File: src/rtl/booth_multiplier_seq.sv
`default_nettype none
// ============================================================================
// Module      : booth_multiplier_seq
// Description : Sequential radix-2 Booth multiplier for signed WIDTH-bit
//               operands. One recoding step per clock. Uses a start/busy/done
//               handshake and produces a 2*WIDTH-bit signed product.
// Revision    : 1.0 - initial release
// ============================================================================
module booth_multiplier_seq #(
  parameter int WIDTH = 8,
  parameter int CNT_W = $clog2(WIDTH + 1)
) (
  input  logic                 clk,
  input  logic                 rst,
  input  logic                 start,
  input  logic [WIDTH-1:0]     multiplicand,
  input  logic [WIDTH-1:0]     multiplier,
  output logic                 busy,
  output logic                 done,
  output logic [2*WIDTH-1:0]   product
);

  typedef enum logic [1:0] {
    IDLE = 2'd0,
    RUN  = 2'd1,
    DONE = 2'd2
  } state_t;

  state_t             state;

  // A and M carry one extra bit so that subtracting M = -2^(WIDTH-1)
  // cannot overflow the accumulator.
  logic [WIDTH:0]     m_reg;
  logic [WIDTH:0]     a_reg;
  logic [WIDTH-1:0]   q_reg;
  logic               q_1;
  logic [CNT_W-1:0]   cnt;

  logic [WIDTH:0]     sum;
  logic [WIDTH:0]     a_next;
  logic [WIDTH-1:0]   q_next;
  logic               q1_next;

  // One Booth step: add/subtract M on the recoded pair, then arithmetic shift.
  always_comb begin
    sum = a_reg;
    case ({q_reg[0], q_1})
      2'b10:   sum = a_reg - m_reg;
      2'b01:   sum = a_reg + m_reg;
      default: sum = a_reg;
    endcase
    a_next  = {sum[WIDTH], sum[WIDTH:1]};
    q_next  = {sum[0], q_reg[WIDTH-1:1]};
    q1_next = q_reg[0];
  end

  // Control FSM and datapath registers; busy/done/product are registered.
  always_ff @(posedge clk) begin
    if (rst) begin
      state   <= IDLE;
      busy    <= 1'b0;
      done    <= 1'b0;
      product <= '0;
      cnt     <= '0;
      m_reg   <= '0;
      a_reg   <= '0;
      q_reg   <= '0;
      q_1     <= 1'b0;
    end else begin
      case (state)
        IDLE, DONE: begin
          done <= 1'b0;
          if (start) begin
            m_reg <= {multiplicand[WIDTH-1], multiplicand};
            q_reg <= multiplier;
            a_reg <= '0;
            q_1   <= 1'b0;
            cnt   <= CNT_W'(WIDTH);
            state <= RUN;
            busy  <= 1'b1;
          end else begin
            state <= IDLE;
            busy  <= 1'b0;
          end
        end
        RUN: begin
          a_reg <= a_next;
          q_reg <= q_next;
          q_1   <= q1_next;
          cnt   <= cnt - CNT_W'(1);
          if (cnt == CNT_W'(1)) begin
            // Low 2*WIDTH bits of {A,Q} hold the exact signed product.
            product <= {a_next[WIDTH-1:0], q_next};
            state   <= DONE;
            busy    <= 1'b0;
            done    <= 1'b1;
          end
        end
        default: begin
          state <= IDLE;
          busy  <= 1'b0;
          done  <= 1'b0;
        end
      endcase
    end
  end

endmodule
`default_nettype wire

File: config.mk
export PLATFORM = sky130hd
export DESIGN_NAME = booth_multiplier_seq
export DESIGN_NICKNAME = d
export VERILOG_FILES = /design/src/rtl/booth_multiplier_seq.sv
export SDC_FILE = /design/constraint.sdc
export NUM_CORES = 1
export LEC_CHECK = 0
export CAP_MARGIN = 10
export CORE_AREA = 5 5 99 83
export DETAILED_ROUTE_END_ITERATION = 10
export DIE_AREA = 0 0 104 88
export GPL_TIMING_DRIVEN = 0
export SLEW_MARGIN = 15
export SYNTH_ARGS = -nofsm -noshare
export SYNTH_HDL_FRONTEND = slang
export SYNTH_SLANG_ARGS = --single-unit
File: constraint.sdc
create_clock -name clk -period 4.6 [get_ports clk]
set_input_delay 0.92 -clock clk [delete_from_list [all_inputs] [get_ports clk]]
set_output_delay 0.92 -clock clk [all_outputs]
set_load 0.005 [all_outputs]
==> results.rst, run 1 <==
.. list-table::
   :header-rows: 1

   * - Metric
     - Value
   * - GP Congestion
     - 0.815
   * - Library cell used as clock root buffer
     - sky130_fd_sc_hd__clkbuf_8
   * - Worst Setup End Kind
     - register
   * - Routed wire length
     - 5.91 mm
   * - Effective utilization at floorplan
     - 33.5%
   * - Kind of cell with the highest combined delay on the critical path
     - simple AND/OR/NAND/NOR gates
   * - Post-CTS Setup Bufs
     - 0
   * - Syn Nets
     - 327
   * - Area overhead of the layout relative to synthesis
     - 23.5%
   * - Hold/Removal Path Class
     - reg2reg
   * - GR Util All Layers
     - 13.4%
   * - Clock transition time at the flip-flop clock pins of the worst setup and hold paths
     - 90 ps
   * - Largest register FFs
     - 16
   * - CP arrival
     - 3160 ps
   * - Capture instance of the worst register-to-register path
     - product[15]$_SDFFE_PP0P_
   * - Hold-fix buffers at CTS
     - 0
   * - Post-Syn Instances
     - 294
   * - Number of clock buffers inserted by TritonCTS
     - 5
   * - Post-layout min period
     - 2940 ps
   * - Total via count in the routed design
     - 2123
   * - Max Cap Violations
     - 0
   * - Run status
     - complete, no violations
   * - Latest clock arrival within the worst-skew pair
     - 300 ps
   * - Die outline height
     - 88 um
   * - Hold Fails Final Rpt
     - 0
   * - Worst rel slew slack
     - 50.7%
   * - Largest reg by FF count
     - product
   * - Share of the synthesized area in the top cell type
     - 40.9%
   * - Fin cells
     - 427
   * - Number of antenna violations at the first check in global routing
     - 0
   * - Cell type with the highest aggregate area in the netlist
     - sky130_fd_sc_hd__dfxtp_1
   * - Synth top cells by count
     - 59 x sky130_fd_sc_hd__nand2_1, 49 x sky130_fd_sc_hd__dfxtp_1, 33 x sky130_fd_sc_hd__a21oi_1, 27 x sky130_fd_sc_hd__nor2_1, 13 x sky130_fd_sc_hd__ha_1
   * - Floorplan Core Area
     - 7150 um2
   * - Worst clock skew
     - 3.67 ps
   * - Number of diodes
     - 0
   * - Die Outline Area
     - 9150 um2
   * - Synthesis warning total
     - 0
   * - FMAX
     - 0.340 GHz
   * - Number of top-level pins
     - 37
   * - Total clock sinks
     - 49
   * - GR Overflow Total
     - 0
   * - Largest stage delay on the critical path
     - 500 ps
   * - Netlist Area Pre-Place
     - 2400 um2
   * - Register-to-register setup slack
     - 1660 ps
   * - Tcrit/Tclk final
     - 63.9%
   * - Startpoint types
     - register
   * - Placed wire-length estimate after detailed placement
     - 4.68 mm
   * - Highest net fanout along the worst path
     - 6
   * - Top area cells in the synthesized netlist
     - sky130_fd_sc_hd__dfxtp_1 41%, sky130_fd_sc_hd__nand2_1 9.2%, sky130_fd_sc_hd__a21oi_1 6.9%, sky130_fd_sc_hd__ha_1 6.8%, sky130_fd_sc_hd__nor2_1 4.2%
   * - Most numerous cell on the critical path
     - sky130_fd_sc_hd__a21o_1
   * - Sequential area share after synthesis
     - 40.9%
   * - Iteration count of the initial detailed-routing pass
     - 4
   * - Max Slew Vio Count
     - 0
   * - Data required time of the worst path
     - 4810 ps
   * - Post-layout nets
     - 370
   * - Library cells used by synthesis
     - 39
   * - Total DRC errors in the routed layout
     - 0
   * - Final setup viols
     - 0
   * - Largest net degree at the start of global routing
     - 15
   * - Path type of the worst setup path
     - reg2reg
   * - Global-route wire length before repair
     - 10.1 mm
   * - Number of enable-type register cells in the synthesized netlist
     - 0
   * - Termination of the worst setup path
     - product[15]$_SDFFE_PP0P_
   * - Cell with the largest stage delay on the worst path
     - sky130_fd_sc_hd__or4_4
   * - Critical path depth in cells
     - 9
   * - Cells traversed along the worst timing path
     - nor4_1, a21oi_1, xor2_1, ha_1, a21o_1, a31o_1, or4_4, a21o_1, a311oi_2
   * - Dominant synthesized flop cell
     - sky130_fd_sc_hd__dfxtp_1
   * - Max IR drop VDD
     - 0.000169 V
   * - # H-tree levels
     - 2
   * - Critical Path Start
     - m_reg[2]$_SDFFE_PP0P_
   * - Maximum clock insertion buffer count
     - 2
   * - Leakage power
     - 1.11 nW
   * - Drt via density
     - 4.97
   * - Post-cts gate resize count
     - 0
   * - Transition time of the tightest slew-check pin
     - 737 ps
   * - Most instantiated library cell after synthesis
     - sky130_fd_sc_hd__nand2_1
   * - Cells on worst reg2reg path
     - 9
   * - Share of flip-flops with an asynchronous set or reset
     - 0%
   * - Setup_tns
     - 0 ps
   * - Vias in the first global route
     - 2046
   * - Input/output buffers
     - 36
   * - DIE WIDTH
     - 104 um
   * - Iteration-0 DRC count of the detailed router
     - 64
   * - Remaining number of nets flagged by the antenna check after routing
     - 0
   * - Worst reg2reg startpoint
     - m_reg[2]$_SDFFE_PP0P_
   * - Mean post-synth cell area
     - 8.15 um2
   * - Layout cells sized above 1
     - 4.15%
   * - Clock tree from TritonCTS
     - built
   * - Setup repair after global routing missed its margin
     - false
   * - Row cnt
     - 28
   * - Seq cells post-synth
     - 49
   * - Placed cells
     - 420
   * - Avg WL per Cell
     - 13.9 um
   * - Buf/Inv on CP
     - 0
   * - Pwr/cell area
     - 307 nW/um2
   * - WHS
     - 457 ps
## through the flow
step	utilization [%]	power, mW	setup WS (ps)	instance area [um2]
floorplan	-	0.599	1950	2400
global placement	40.1	0.660	1680	2870
detailed placement	40.1	0.663	1660	2870
CTS	41.4	0.919	1630	2960
global route	41.4	0.969	1360	2960
finish	41.4	0.909	1660	2960
## metal layers
metal	track usage [%]	routed length (um)	share of wire, %	vias to the layer above
met5	0	0	0	-
met1	19.8	3160	53	953
met3	3.61	310	5.2	6
met4	3.06	54	0.91	0
met2	19.5	2390	40	45
li1	-	-	-	1119
## worst register-to-register path: cells and delay by family (launching register included)
kind                       cells  cell delay [ps]
xor gates and xnor gates       1              250
AOI/OAI and AO/OA              5              930
DFF                            1              380
adders and majority gates      1              340
and+or+nand+nor                2              970
## area by class of cell
class	instances	area [um2]
inverters	10	37.5
clock buffers	6	82.6
well taps	90	113
repair buffers	36	360
fillers	755	4190
plain buffers	13	50.0
multi-input cells	222	1330
clock inverters	1	7.51
flip-flops and latches	49	981
## power by group
part | internal [mW] | switching, mW | total, mW | leakage, nW
clock network | 0.119 | 0.137 | 0.256 | 0.0433
logic | 0.0813 | 0.110 | 0.192 | 0.664
registers | 0.443 | 0.0181 | 0.461 | 0.399
## layout by cell type, fill, tap and decap left out, types with 2 or more instances in the layout
master and count:
sky130_fd_sc_hd__nand2_1 59, sky130_fd_sc_hd__dfxtp_1 49, sky130_fd_sc_hd__clkdlybuf4s50_1 36, sky130_fd_sc_hd__a21oi_1 33
sky130_fd_sc_hd__nor2_1 27, sky130_fd_sc_hd__ha_1 13, sky130_fd_sc_hd__clkbuf_1 11, sky130_fd_sc_hd__o21ai_0 11
sky130_fd_sc_hd__inv_1 10, sky130_fd_sc_hd__xor2_1 9, sky130_fd_sc_hd__a211oi_1 8, sky130_fd_sc_hd__nor3_1 7
sky130_fd_sc_hd__a22oi_1 7, sky130_fd_sc_hd__clkbuf_8 6, sky130_fd_sc_hd__nand2b_1 5, sky130_fd_sc_hd__a21o_1 4
sky130_fd_sc_hd__o21a_1 4, sky130_fd_sc_hd__o311ai_0 3, sky130_fd_sc_hd__mux2i_1 3, sky130_fd_sc_hd__a22o_1 3
sky130_fd_sc_hd__nor4_1 2, sky130_fd_sc_hd__a31oi_1 2, sky130_fd_sc_hd__nor2b_1 2, sky130_fd_sc_hd__o211ai_1 2
sky130_fd_sc_hd__nand4_1 2, sky130_fd_sc_hd__o31a_1 2, sky130_fd_sc_hd__nand3b_1 2
## worst min path at each step
stage                            startpoint                 endpoint  slack (ps)  cells past startpoint
floorplan                  q_1$_SDFFE_PP0P_         q_1$_SDFFE_PP0P_         430                      2
detailed placement  product[5]$_SDFFE_PP0P_  product[5]$_SDFFE_PP0P_         450                      2
finish              product[5]$_SDFFE_PP0P_  product[5]$_SDFFE_PP0P_         460                      2
global route          q_reg[0]$_SDFFE_PP0P_    q_reg[0]$_SDFFE_PP0P_         490                      2
global placement           q_1$_SDFFE_PP0P_         q_1$_SDFFE_PP0P_         440                      2
CTS                 product[5]$_SDFFE_PP0P_  product[5]$_SDFFE_PP0P_         460                      2
## cell families (layout without fill, tap and decap cells)
| group | Yosys count | count (layout) | share of synthesized area (%) |
|---|---|---|---|
| XOR/XNOR | 9 | 9 | 3.29 |
| adder cells (fa/ha/maj) | 14 | 14 | 7.62 |
| AO/OA/AOI/OAI | 85 | 85 | 22.9 |
| multiplexers | 4 | 4 | 1.72 |
| flip-flops | 49 | 49 | 40.9 |
| AND/OR/NAND/NOR | 110 | 110 | 19.8 |
| buffers and inverters | 23 | 66 | 3.66 |
(Power assumes the default switching activity.)
==> inputs of run 2 (changes only) <==
==> constraint.sdc (replaced) <==
create_clock -name clk -period 2.8 [get_ports clk]
set_input_delay 0.56 -clock clk [delete_from_list [all_inputs] [get_ports clk]]
set_output_delay 0.56 -clock clk [all_outputs]
set_load 0.005 [all_outputs]
==> run 2 against run 1 <==
Die area unchanged. Critical path depth rose by 1. Largest power group unchanged. Highest routed layer unchanged. Flip-flop and latch count unchanged.
==> results.rst, run 2 (synthesis gave the netlist of run 1 again) <==
.. list-table::
   :header-rows: 1

   * - Metric
     - Value
   * - Most numerous cell on the critical path
     - sky130_fd_sc_hd__a21o_1
   * - Run status
     - complete, no violations
   * - Number of antenna violations at the first check in global routing
     - 0
   * - Number of top-level pins
     - 37
   * - Global-route wire length before repair
     - 10.3 mm
   * - Tcrit/Tclk final
     - 98.4%
   * - Commonest non-fill, non-tap cell in the layout
     - sky130_fd_sc_hd__nand2_1
   * - GP Congestion
     - 0.815
   * - Leakage power
     - 1.13 nW
   * - Minimum setup slack in the final design
     - 45.8 ps
   * - Data required time of the worst path
     - 3020 ps
   * - Power after layout
     - 1.53 mW
   * - Worst Setup End Kind
     - register
   * - Maximum clock insertion buffer count
     - 2
   * - Avg WL per Cell
     - 14.1 um
   * - Total DRC errors in the routed layout
     - 0
   * - Buf/Inv on CP
     - 1
   * - Cell with the largest stage delay on the worst path
     - sky130_fd_sc_hd__or4_4
   * - Total via count in the routed design
     - 2148
   * - CP arrival
     - 2970 ps
   * - GR Util All Layers
     - 13.7%
   * - Max Slew Vio Count
     - 0
   * - Transition time of the tightest slew-check pin
     - 730 ps
   * - Iteration count of the initial detailed-routing pass
     - 4
   * - Vias in the first global route
     - 2095
   * - Latest clock arrival within the worst-skew pair
     - 300 ps
   * - Remaining number of nets flagged by the antenna check after routing
     - 0
   * - Floorplan Core Area
     - 7150 um2
   * - Cells traversed along the worst timing path
     - inv_1, ha_2, a31oi_2, xor2_1, ha_1, a21o_1, a31o_1, or4_4, a21o_1, a311oi_2
   * - # fillers
     - 750
   * - Die Outline Area
     - 9150 um2
   * - Library cell used as clock root buffer
     - sky130_fd_sc_hd__clkbuf_8
   * - Drt via density
     - 5.00
   * - Setup repair after global routing missed its margin
     - true
   * - Effective utilization at floorplan
     - 33.5%
   * - Area overhead of the layout relative to synthesis
     - 26.0%
   * - Hold Fails Final Rpt
     - 0
   * - Number of diodes
     - 0
   * - Largest net degree at the start of global routing
     - 15
   * - Total clock sinks
     - 49
   * - Pre-CTS WS
     - -138 ps
   * - Placed wire-length estimate after detailed placement
     - 4.68 mm
   * - GR Overflow Total
     - 0
   * - Clock transition time at the flip-flop clock pins of the worst setup and hold paths
     - 90 ps
   * - Clock tree from TritonCTS
     - built
   * - Layout cells sized above 1
     - 7.65%
   * - Total area of multi-input combinational cells
     - 1360 um2
   * - Largest register FFs
     - 16
   * - Placed cell areas
     - 2870 um2
   * - Pwr/cell area
     - 507 nW/um2
   * - Post-layout min period
     - 2750 ps
   * - Hold/Removal Path Class
     - reg2reg
   * - Input/output buffers
     - 36
   * - DIE WIDTH
     - 104 um
   * - Number of clock buffers inserted by TritonCTS
     - 5
   * - Die outline height
     - 88 um
   * - # H-tree levels
     - 2
   * - Non-Filler Cell Area, Final
     - 3020 um2
   * - Startpoint types
     - register
   * - Row cnt
     - 28
   * - Worst clock skew
     - 4.06 ps
   * - FMAX
     - 0.363 GHz
   * - Leading cell types in the layout, fill and taps excluded
     - 59 x sky130_fd_sc_hd__nand2_1, 44 x sky130_fd_sc_hd__dfxtp_1, 36 x sky130_fd_sc_hd__clkdlybuf4s50_1
   * - Largest stage delay on the critical path
     - 500 ps
   * - Final setup viols
     - 0
   * - Largest reg by FF count
     - product
   * - WHS
     - 457 ps
   * - Max Cap Violations
     - 0
   * - Fin util
     - 42.2%
   * - Highest net fanout along the worst path
     - 8
   * - Storage cell area
     - 987 um2
   * - Iteration-0 DRC count of the detailed router
     - 74
   * - Kind of cell with the highest combined delay on the critical path
     - compound AO/OA/AOI/OAI gates
   * - Path type of the worst setup path
     - reg2reg
   * - Worst rel slew slack
     - 51.2%
   * - Max IR drop VDD
     - 0.000279 V
   * - Hold-fix buffers at CTS
     - 0
   * - Post-layout nets
     - 373
   * - Routed wire length
     - 6.05 mm
run 2: per-stage QoR:
step / std cells / setup TNS [ps]
2_1_floorplan: 294 / 0
3_3_place_gp: 420 / -202
3_5_place_dp: 420 / -236
4_1_cts: 430 / 0
5_1_grt: 430 / -141
6_report: 430 / 0
run 2: cell type report:
cell class	instances	share of cell area [%]
well taps	90	3.73
repair buffers	40	12.9
plain buffers	12	1.49
inverters	10	1.24
flip-flops and latches	49	32.7
clock inverters	1	0.249
multi-input cells	222	44.9
clock buffers	6	2.74
run 2: worst paths after layout:
kind	startpoint	end	slack, ps	depth (start not counted)
max reg2reg	q_reg[0]$_SDFFE_PP0P_	product[15]$_SDFFE_PP0P_	50	10
min reg2reg	product[5]$_SDFFE_PP0P_	product[5]$_SDFFE_PP0P_	460	2
max	q_reg[0]$_SDFFE_PP0P_	product[15]$_SDFFE_PP0P_	50	10
min	product[5]$_SDFFE_PP0P_	product[5]$_SDFFE_PP0P_	460	2
run 2: metal layers:
metal	share of wire (%)	GRT usage, %	vias to the layer above
met5	0	0	-
li1	-	-	1125
met3	4.8	3.61	6
met4	0.88	3.06	0
met1	53	19.9	970
met2	41	20.4	47
run 2: tightest hold or removal path, cell delays in order (launching register included):
cell,delay (ps)
sky130_fd_sc_hd__dfxtp_1,320
sky130_fd_sc_hd__nand2_1,50
sky130_fd_sc_hd__a21oi_1,50
run 2: repair_timing:
| item | 4_1_cts | 5_1_grt |
|---|---|---|
| resized for setup | 3 | 8 |
| pin swaps | 3 | 4 |
| buffers inserted | 4 | 0 |
| setup endpoints to repair | 2 | 6 |
run 2: power breakdown:
group          internal (mW)  total [mW]  switching, mW
logic                  0.156       0.348          0.191
registers              0.729       0.761         0.0316
clock network          0.196       0.422          0.227
total                   1.08        1.53          0.450
==> inputs of run 3 (changes only) <==
--- a/config.mk
+++ b/config.mk
@@ -5,10 +5,11 @@
 export SDC_FILE = /design/constraint.sdc
 export NUM_CORES = 1
 export LEC_CHECK = 0
+export ABC_AREA = 1
 export CAP_MARGIN = 10
-export CORE_AREA = 5 5 99 83
+export CORE_AREA = 5 5 95 80
 export DETAILED_ROUTE_END_ITERATION = 10
-export DIE_AREA = 0 0 104 88
+export DIE_AREA = 0 0 100 85
 export GPL_TIMING_DRIVEN = 0
 export SLEW_MARGIN = 15
 export SYNTH_ARGS = -nofsm -noshare
==> run 3 against run 2 <==
Count of clock-buffer cells in the layout did not move. Synthesized cell count up 14%. Non-clock buffer count is 6 lower. Largest power group unchanged. Critical endpoint unchanged. Clock skew rose by 8.3 ps.
==> results.rst, run 3 <==
.. list-table::
   :header-rows: 1

   * - Metric
     - Value
   * - Critical Path Start
     - m_reg[0]$_SDFFE_PP0P_
   * - Synthesis warning total
     - 0
   * - Vias in the first global route
     - 2176
   * - Netlist Area Pre-Place
     - 2530 um2
   * - Maximum clock insertion buffer count
     - 2
   * - Input/output buffers
     - 36
   * - Row cnt
     - 27
   * - Library cell used as clock root buffer
     - sky130_fd_sc_hd__clkbuf_8
   * - Avg WL per Cell
     - 13.2 um
   * - Latest clock arrival within the worst-skew pair
     - 300 ps
   * - Top area cells in the synthesized netlist
     - sky130_fd_sc_hd__dfxtp_1 39%, sky130_fd_sc_hd__nand2_1 8.3%, sky130_fd_sc_hd__inv_1 7.0%, sky130_fd_sc_hd__ha_1 6.4%, sky130_fd_sc_hd__o21ai_0 5.9%
   * - Syn Nets
     - 368
   * - Post-layout min period
     - 2470 ps
   * - Share of flip-flops with an asynchronous set or reset
     - 0%
   * - Max IR drop VDD
     - 0.000219 V
   * - Path type of the worst setup path
     - reg2reg
   * - DIE WIDTH
     - 100 um
   * - Startpoint types
     - register
   * - Iteration-0 DRC count of the detailed router
     - 62
   * - Total via count in the routed design
     - 2242
   * - Die outline height
     - 85 um
   * - Post-layout nets
     - 411
   * - Setup_tns
     - 0 ps
   * - Share of the synthesized area in the top cell type
     - 38.8%
   * - Pre-CTS WS
     - 189 ps
   * - GR Overflow Total
     - 0
   * - Register-to-register setup slack
     - 330 ps
   * - GR Util All Layers
     - 15.3%
   * - Total clock sinks
     - 49
   * - Number of antenna violations at the first check in global routing
     - 0
   * - Total DRC errors in the routed layout
     - 0
   * - Seq cells post-synth
     - 49
   * - Number of enable-type register cells in the synthesized netlist
     - 0
   * - Number of top-level pins
     - 37
   * - CP arrival
     - 2680 ps
   * - Max Slew Vio Count
     - 0
   * - Leading cell types in the layout, fill and taps excluded
     - 56 x sky130_fd_sc_hd__nand2_1, 49 x sky130_fd_sc_hd__dfxtp_1, 47 x sky130_fd_sc_hd__inv_1
   * - Layout cells sized above 1
     - 11.3%
   * - Number of diodes
     - 0
   * - Most instantiated library cell after synthesis
     - sky130_fd_sc_hd__nand2_1
   * - Largest net degree at the start of global routing
     - 16
   * - Highest net fanout along the worst path
     - 5
   * - Termination of the worst setup path
     - product[15]$_SDFFE_PP0P_
   * - Sequential area share after synthesis
     - 38.8%
   * - Area overhead of the layout relative to synthesis
     - 22.6%
   * - Floorplan Core Area
     - 6590 um2
   * - Max Cap Violations
     - 0
   * - Largest register FFs
     - 16
   * - Effective utilization at floorplan
     - 38.4%
   * - Placed cells
     - 458
   * - Run status
     - complete, no violations
   * - Post-CTS Setup Bufs
     - 0
   * - Tcrit/Tclk final
     - 88.4%
   * - Largest reg by FF count
     - product
   * - Worst Setup End Kind
     - register
   * - Drt via density
     - 4.81
   * - Data required time of the worst path
     - 3010 ps
   * - Iteration count of the initial detailed-routing pass
     - 4
   * - Cells on worst reg2reg path
     - 19
   * - Worst rel slew slack
     - 70.8%
   * - Minimum setup slack in the final design
     - 326 ps
   * - Mean post-synth cell area
     - 7.55 um2
   * - Hold/Removal Path Class
     - reg2reg
   * - Capture instance of the worst register-to-register path
     - product[15]$_SDFFE_PP0P_
   * - Non-Filler Cell Area, Final
     - 3100 um2
   * - Fin cells
     - 466
   * - Placed wire-length estimate after detailed placement
     - 4.85 mm
   * - Routed wire length
     - 6.16 mm
   * - Cell type with the highest aggregate area in the netlist
     - sky130_fd_sc_hd__dfxtp_1
   * - Dominant synthesized flop cell
     - sky130_fd_sc_hd__dfxtp_1
   * - Global-route wire length before repair
     - 10.5 mm
   * - Final setup viols
     - 0
   * - Worst reg2reg startpoint
     - m_reg[0]$_SDFFE_PP0P_
   * - Post-cts gate resize count
     - 0
   * - Worst clock skew
     - 12.3 ps
   * - Placed cell areas
     - 3000 um2
   * - Number of clock buffers inserted by TritonCTS
     - 5
   * - Setup repair after global routing missed its margin
     - false
   * - Post-Syn Instances
     - 335
   * - Die Outline Area
     - 8500 um2
   * - Synth top cells by count
     - 56 x sky130_fd_sc_hd__nand2_1, 49 x sky130_fd_sc_hd__dfxtp_1, 47 x sky130_fd_sc_hd__inv_1, 39 x sky130_fd_sc_hd__nor2_1, 30 x sky130_fd_sc_hd__o21ai_0
   * - Remaining number of nets flagged by the antenna check after routing
     - 0
   * - Pwr/cell area
     - 508 nW/um2
   * - Leakage power
     - 1.32 nW
   * - Power after layout
     - 1.58 mW
   * - FMAX
     - 0.404 GHz
   * - # H-tree levels
     - 2
   * - Commonest non-fill, non-tap cell in the layout
     - sky130_fd_sc_hd__nand2_1
   * - Library cells used by synthesis
     - 39
   * - Transition time of the tightest slew-check pin
     - 438 ps
   * - Clock transition time at the flip-flop clock pins of the worst setup and hold paths
     - 100 ps
   * - Hold-fix buffers at CTS
     - 0
   * - GP Congestion
     - 0.799
   * - Hold Fails Final Rpt
     - 0
   * - Clock tree from TritonCTS
     - built
## run 3: final cells by class
type	instances	area, um2
inverter	51	194
clock inverter	2	13.8
multi-input combinational	225	1300
tap	87	109
fill	683	3490
sequential	49	981
timing repair buffer	36	360
clock buffer	6	82.6
buffer	10	60.1
## run 3: power by group
group	switching [mW]	leakage (nW)	internal, mW
Combinational	0.223	0.869	0.150
Clock	0.240	0.0512	0.201
Sequential	0.0260	0.400	0.735
Total	0.489	1.32	1.09
## run 3: how the worst min path moves through the flow
stage	startpoint	endpoint	slack, ps	cells after the start
floorplan	q_1$_SDFFE_PP0P_	q_1$_SDFFE_PP0P_	430	2
global placement	q_1$_SDFFE_PP0P_	q_1$_SDFFE_PP0P_	450	2
detailed placement	busy$_SDFFE_PP0P_	busy$_SDFFE_PP0P_	460	2
CTS	busy$_SDFFE_PP0P_	busy$_SDFFE_PP0P_	480	2
global route	cnt[0]$_SDFFE_PP0P_	cnt[0]$_SDFFE_PP0P_	510	2
finish	busy$_SDFFE_PP0P_	busy$_SDFFE_PP0P_	470	2
## run 3: per-layer routing
layer	wire length (um)	vias up	share of wire, %	GRT usage, %
li1	-	1180	-	-
met1	3240	1018	53	22.8
met2	2600	39	42	22.2
met3	254	5	4.1	3.29
met4	57	0	0.93	3.67
met5	0	-	0	0
## run 3: through the flow
stage	utilization, %	hold slack [ps]
CTS	47.0	482
floorplan	-	432
finish	47.1	475
global route	47.1	511
detailed placement	45.5	463
global placement	45.5	448
## run 3: cell families after synthesis
group                    share of synthesized area, %
flip-flops                                       38.8
buffers and inverters                            10.0
XOR/XNOR                                         2.08
AO/OA/AOI/OAI                                    20.2
AND/OR/NAND/NOR                                  21.7
adder cells (fa/ha/maj)                          7.22
## run 3: worst max-delay path, cell delays in order, from the launching register on
cell,delay (ps)
sky130_fd_sc_hd__dfxtp_1,340
sky130_fd_sc_hd__inv_1,70
sky130_fd_sc_hd__ha_1,140
sky130_fd_sc_hd__inv_1,70
sky130_fd_sc_hd__nor2_4,140
sky130_fd_sc_hd__inv_1,50
sky130_fd_sc_hd__o21ai_0,180
sky130_fd_sc_hd__xnor2_1,110
sky130_fd_sc_hd__ha_1,370
sky130_fd_sc_hd__nand2_1,90
sky130_fd_sc_hd__nor2_1,100
sky130_fd_sc_hd__nand2_1,70
sky130_fd_sc_hd__nand2_1,90
sky130_fd_sc_hd__inv_1,40
sky130_fd_sc_hd__nand2_1,80
sky130_fd_sc_hd__nand3_1,70
sky130_fd_sc_hd__nand2_1,60
sky130_fd_sc_hd__nand2_1,120
sky130_fd_sc_hd__o21ai_1,160
sky130_fd_sc_hd__inv_1,50
